[src/rtl/decoupled_serializer.sv]
// decoupled_serializer: splits IN_WIDTH-bit words into OUT_WIDTH-bit slices, LSB slice first.
// Optional out_last port enabled by defining SERIALIZER_LAST_EN.
`default_nettype none

module decoupled_serializer #(
   parameter int IN_WIDTH  = 64,
   parameter int OUT_WIDTH = 8
) (
   input  logic                 clk,
   input  logic                 rstn,
   input  logic                 in_valid,
   output logic                 in_ready,
   input  logic [IN_WIDTH-1:0]  in_data,
   output logic                 out_valid,
   input  logic                 out_ready,
   output logic [OUT_WIDTH-1:0] out_data
`ifdef SERIALIZER_LAST_EN
   ,
   output logic                 out_last
`endif
);

   localparam int RATIO = IN_WIDTH / OUT_WIDTH;
   localparam int CNT_W = (RATIO < 2) ? 1 : $clog2(RATIO);
   localparam int OFS_W = $clog2(IN_WIDTH);

   generate
      if ((IN_WIDTH % OUT_WIDTH) != 0 || RATIO < 2) begin : g_bad_ratio
         $error("decoupled_serializer: IN_WIDTH must be a multiple of OUT_WIDTH with ratio >= 2");
      end
   endgenerate

   typedef enum logic [0:0] {
      IDLE = 1'b0,
      BUSY = 1'b1
   } state_t;

   state_t              state, state_nxt;
   logic [CNT_W-1:0]    cnt, cnt_nxt;
   logic [IN_WIDTH-1:0] holding, holding_nxt;
   logic                last_slice;
   logic                in_hs;
   logic                out_hs;
   logic [OFS_W-1:0]    ofs;

   assign last_slice = (cnt == CNT_W'(RATIO - 1));
   assign out_valid  = (state == BUSY);
   assign in_ready   = (state == IDLE) | (out_ready & last_slice);
   assign in_hs      = in_valid & in_ready;
   assign out_hs     = out_valid & out_ready;

   // Slice select depends only on registered state, never on in_data.
   assign ofs      = OFS_W'(cnt) * OFS_W'(OUT_WIDTH);
   assign out_data = holding[ofs +: OUT_WIDTH];

`ifdef SERIALIZER_LAST_EN
   assign out_last = out_valid & last_slice;
`endif

   always_ff @(posedge clk) begin
      if (!rstn) begin
         state   <= IDLE;
         cnt     <= '0;
         holding <= '0;
      end else begin
         state   <= state_nxt;
         cnt     <= cnt_nxt;
         holding <= holding_nxt;
      end
   end

   always_comb begin
      state_nxt   = state;
      cnt_nxt     = cnt;
      holding_nxt = holding;
      case (state)
         IDLE: begin
            if (in_hs) begin
               holding_nxt = in_data;
               cnt_nxt     = '0;
               state_nxt   = BUSY;
            end
         end
         BUSY: begin
            if (out_hs) begin
               if (!last_slice) begin
                  cnt_nxt = cnt + 1'b1;
               end else if (in_hs) begin
                  // Reload on the final slice keeps the stream bubble-free.
                  holding_nxt = in_data;
                  cnt_nxt     = '0;
               end else begin
                  cnt_nxt   = '0;
                  state_nxt = IDLE;
               end
            end
         end
         default: begin
            state_nxt = IDLE;
            cnt_nxt   = '0;
         end
      endcase
   end

endmodule

`default_nettype wire

[config.mk]
export PLATFORM = sky130hd
export DESIGN_NAME = decoupled_serializer
export DESIGN_NICKNAME = d
export VERILOG_FILES = /design/src/rtl/decoupled_serializer.sv
export SDC_FILE = /design/constraint.sdc
export NUM_CORES = 1
export LEC_CHECK = 0
export ABC_AREA = 1
export CELL_PAD_IN_SITES_DETAIL_PLACEMENT = 0
export CELL_PAD_IN_SITES_GLOBAL_PLACEMENT = 1
export CORE_MARGIN = 10
export CORE_UTILIZATION = 35
export DETAILED_ROUTE_END_ITERATION = 8
export PLACE_DENSITY = 0.8
export SETUP_SLACK_MARGIN = 0.02
export SLEW_MARGIN = 0
export SYNTH_ARGS = -nofsm -noshare
export SYNTH_HDL_FRONTEND = slang
export SYNTH_SLANG_ARGS = --single-unit
[constraint.sdc]
create_clock -name clk -period 1.9 [get_ports clk]
set_input_delay 0.285 -clock clk [delete_from_list [all_inputs] [get_ports clk]]
set_output_delay 0.285 -clock clk [all_outputs]
set_load 0.005 [all_outputs]
==> results.json <==
{
  "max_freq_ghz": 0.5520,
  "die_w_um": 123.3,
  "synth_nets": 658,
  "rsz0062_at_grt": "yes",
  "postSynthAreaPerCell_um2": 6.352,
  "crit_family": "buffers and inverters",
  "p_leak_nw": 2.267,
  "critical-path-max-stage-delay_ns": 0.37,
  "firstDrtPassIters": 4,
  "async_reset_ff_frac": 0,
  "place_hpwl_um": 7395,
  "crit_path_frequent_cell": "nand2_1",
  "cts-root-buf": "clkbuf_8",
  "vias_per_cell": 4.477,
  "vdd_ir_drop_max_uv": 397.4,
  "cp_num_buf_inv": 3,
  "hold_viol_final": 0,
  "startpoint_type": "register",
  "io_buffers": 77,
  "dieArea_mm2": 0.01520,
  "initial_core_util": 0.3602,
  "synth_commonest_cells": "175 x nand2_1, 132 x nor2_1, 70 x inv_1",
  "synth_most_common_cell": "nand2_1",
  "layout-drive-gt1-share": 0.06222,
  "seqPwrFrac": 0.449,
  "final_area_mm2": 0.004832,
  "wirelength_um": 9638,
  "min_period_over_period": 0.9535,
  "yosys_warnings": 0,
  "status": "completed",
  "clkPwrFrac": 0.331,
  "critical_path_arrival_ns": 1.53,
  "grt_max_degree": 67,
  "syn2layout_area_growth_pct": 29.38,
  "ys_types": 15,
  "antenna_found_initial": 0,
  "min_period_ns": 1.812,
  "maxCapViolations": 0,
  "drc": 0,
  "synthFlopType": "dfxtp_1",
  "h-tree-depth": 3,
  "yosys.area.top_type": "dfxtp_1",
  "post_drt_wl_per_cell_um": 12.12,
  "synth_seq_cells": 68,
  "critPathRequiredTime_ns": 1.62,
  "tritoncts": "done",
  "die_y_um": 123.3,
  "finalCoreUtilization": 0.4660,
  "switchingPower_mw": 1.025,
  "grt_pass1_vias": 3577,
  "io_pins": 78,
  "setup_tns_ns": 0,
  "worstMarginPinSlew_ns": 0.3019,
  "clock_path_buffers": 2,
  "crit_chain": "inv_4, buf_6, nand2_1, nand3_1, nand2_1, nand2_1, nand2_1, dlygate4sd2_1",
  "antenna_cells": 0,
  "synth_top_area_share": 0.3645,
  "place_congestion": 0.8530,
  "synth_edf_count": 0,
  "cp_slowest_cell": "dfxtp_4",
  "clock_sinks": 68,
  "grt-ovfl-total": 0,
  "total_power_mw": 3.561,
  "clkTransAtPathRegs_ns": 0.07,
  "cellInternalPower_mw": 2.536,
  "final_antenna_net_count": 0,
  "maxSlewViolCount": 0,
  "power_density_mw_per_mm2": 736.9,
  "crit_path_end_kind": "primary output",
  "clock_latency_ns": 0.34,
  "clock_skew_ns": 0.007908,
  "ys_seq_area_frac": 0.3645,
  "gr-usage-all-layers": 0.1282,
  "sw_frac_of_total": 0.2877,
  "syn_inst": 588,
  "grt_pass1_wl_um": 16260,
  "critPathMaxFanout": 7,
  "comb_power_share": 0.220,
  "num_vias": 3559,
  "drt_iter0_drc": 161,
  "synthesis.area_mm2": 0.003735,
  "core_mm2": 0.01037,
  "fp-row-count": 37,
  "setup_viol": 0,
  "cts_made_buffers": 9,
  "final_nets": 724,
  "placed_area_mm2": 0.004587,
  "relSlewSlack": 0.7987,
  "critPathKind": "reg2out",
  "synthTopCellsByArea": "dfxtp_1 36%, nand2_1 18%, nor2_1 13%",
  "worstHoldPathType": "in2reg"
}
## cell type report
cell class / count / area, µm²
Tap cell: 136 / 170.2
Fill cell: 1137 / 5538
Sequential cell: 68 / 1366
Timing Repair Buffer: 93 / 957.2
Multi-Input combinational cell: 412 / 1874
Inverter: 70 / 265.3
Clock inverter: 7 / 75.07
Clock buffer: 9 / 123.9
## layout by cell type (no fill, tap or decap), types with 4 or more instances in the layout
cell	Yosys	layout
inv_1	70	69
buf_12	0	5
buf_4	0	8
nand3b_1	64	64
dfxtp_1	68	66
clkdlybuf4s15_1	0	5
clkbuf_8	0	9
dlygate4sd2_1	0	4
nand3_1	32	31
clkdlybuf4s50_1	0	66
nand2_1	175	175
nor2_1	132	132
## cells by family after synthesis
family | count (synthesis) | synth area share
and+or+nand+nor | 406 | 0.4854
buffers and inverters | 108 | 0.1350
DFF | 68 | 0.3645
AOI/OAI and AO/OA | 4 | 0.008375
adders and majority gates | 2 | 0.006699
## power by group through the flow
stage / Sequential (mW) / Combinational (mW) / Clock [mW]
after floorplan: 1.61 / 0.500 / 0
after global placement: 1.63 / 0.785 / 0
after detailed placement: 1.63 / 0.790 / 0
after CTS: 1.60 / 0.776 / 1.21
after global routing: 1.61 / 0.901 / 1.26
final: 1.60 / 0.783 / 1.18
## per-stage QoR
step                setup WS, ns  cells  hold WS (ns)
floorplan                 0.5640    588        0.4542
global placement          0.1038    778        0.4653
detailed placement       0.08701    778        0.4717
CTS                      0.04570    794        0.3098
global route            0.004033    795        0.3187
finish                   0.08839    795        0.3139
## worst reg2reg max path, stage by stage, from the launching register on
cell      delay (ns)
dfxtp_4         0.39
ha_1            0.15
ha_1            0.17
nand2_2         0.09
nand2_2         0.09
buf_12          0.26
nand3b_1        0.16
nand2_1         0.08
nor2_1          0.04
## flip-flops by register name, indices dropped and copies added, names as in the netlist
register / cells
out_valid: 1
holding: 64
cnt: 3
## path summary, 6_finish.rpt
check | slack, ns | depth (start not counted) | start | end
setup / recovery | 0.09 | 8 | cnt[0] | out_data[0]
hold / removal | 0.31 | 3 | in_valid | out_valid
setup reg to reg | 0.36 | 8 | cnt[0] | holding[3]
hold reg to reg | 0.48 | 2 | holding[31] | holding[31]
## layer usage
metal | wire length, µm | GRT usage | up-vias
li1 | - | - | 1900
met1 | 4584 | 0.1532 | 1581
met2 | 4479 | 0.2244 | 68
met3 | 457 | 0.03008 | 10
met4 | 117 | 0.03566 | 0
met5 | 0 | 0 | -
## repair_timing
| action | CTS | global route |
|---|---|---|
| hold buffers | 0 | 0 |
| buffers inserted | 0 | 0 |
| pin swaps | 0 | 0 |
| resized for setup | 13 | 17 |
| setup endpoints to repair | 9 | 9 |
| gates cloned | 0 | 1 |
Power figures use the tool's default switching activity.
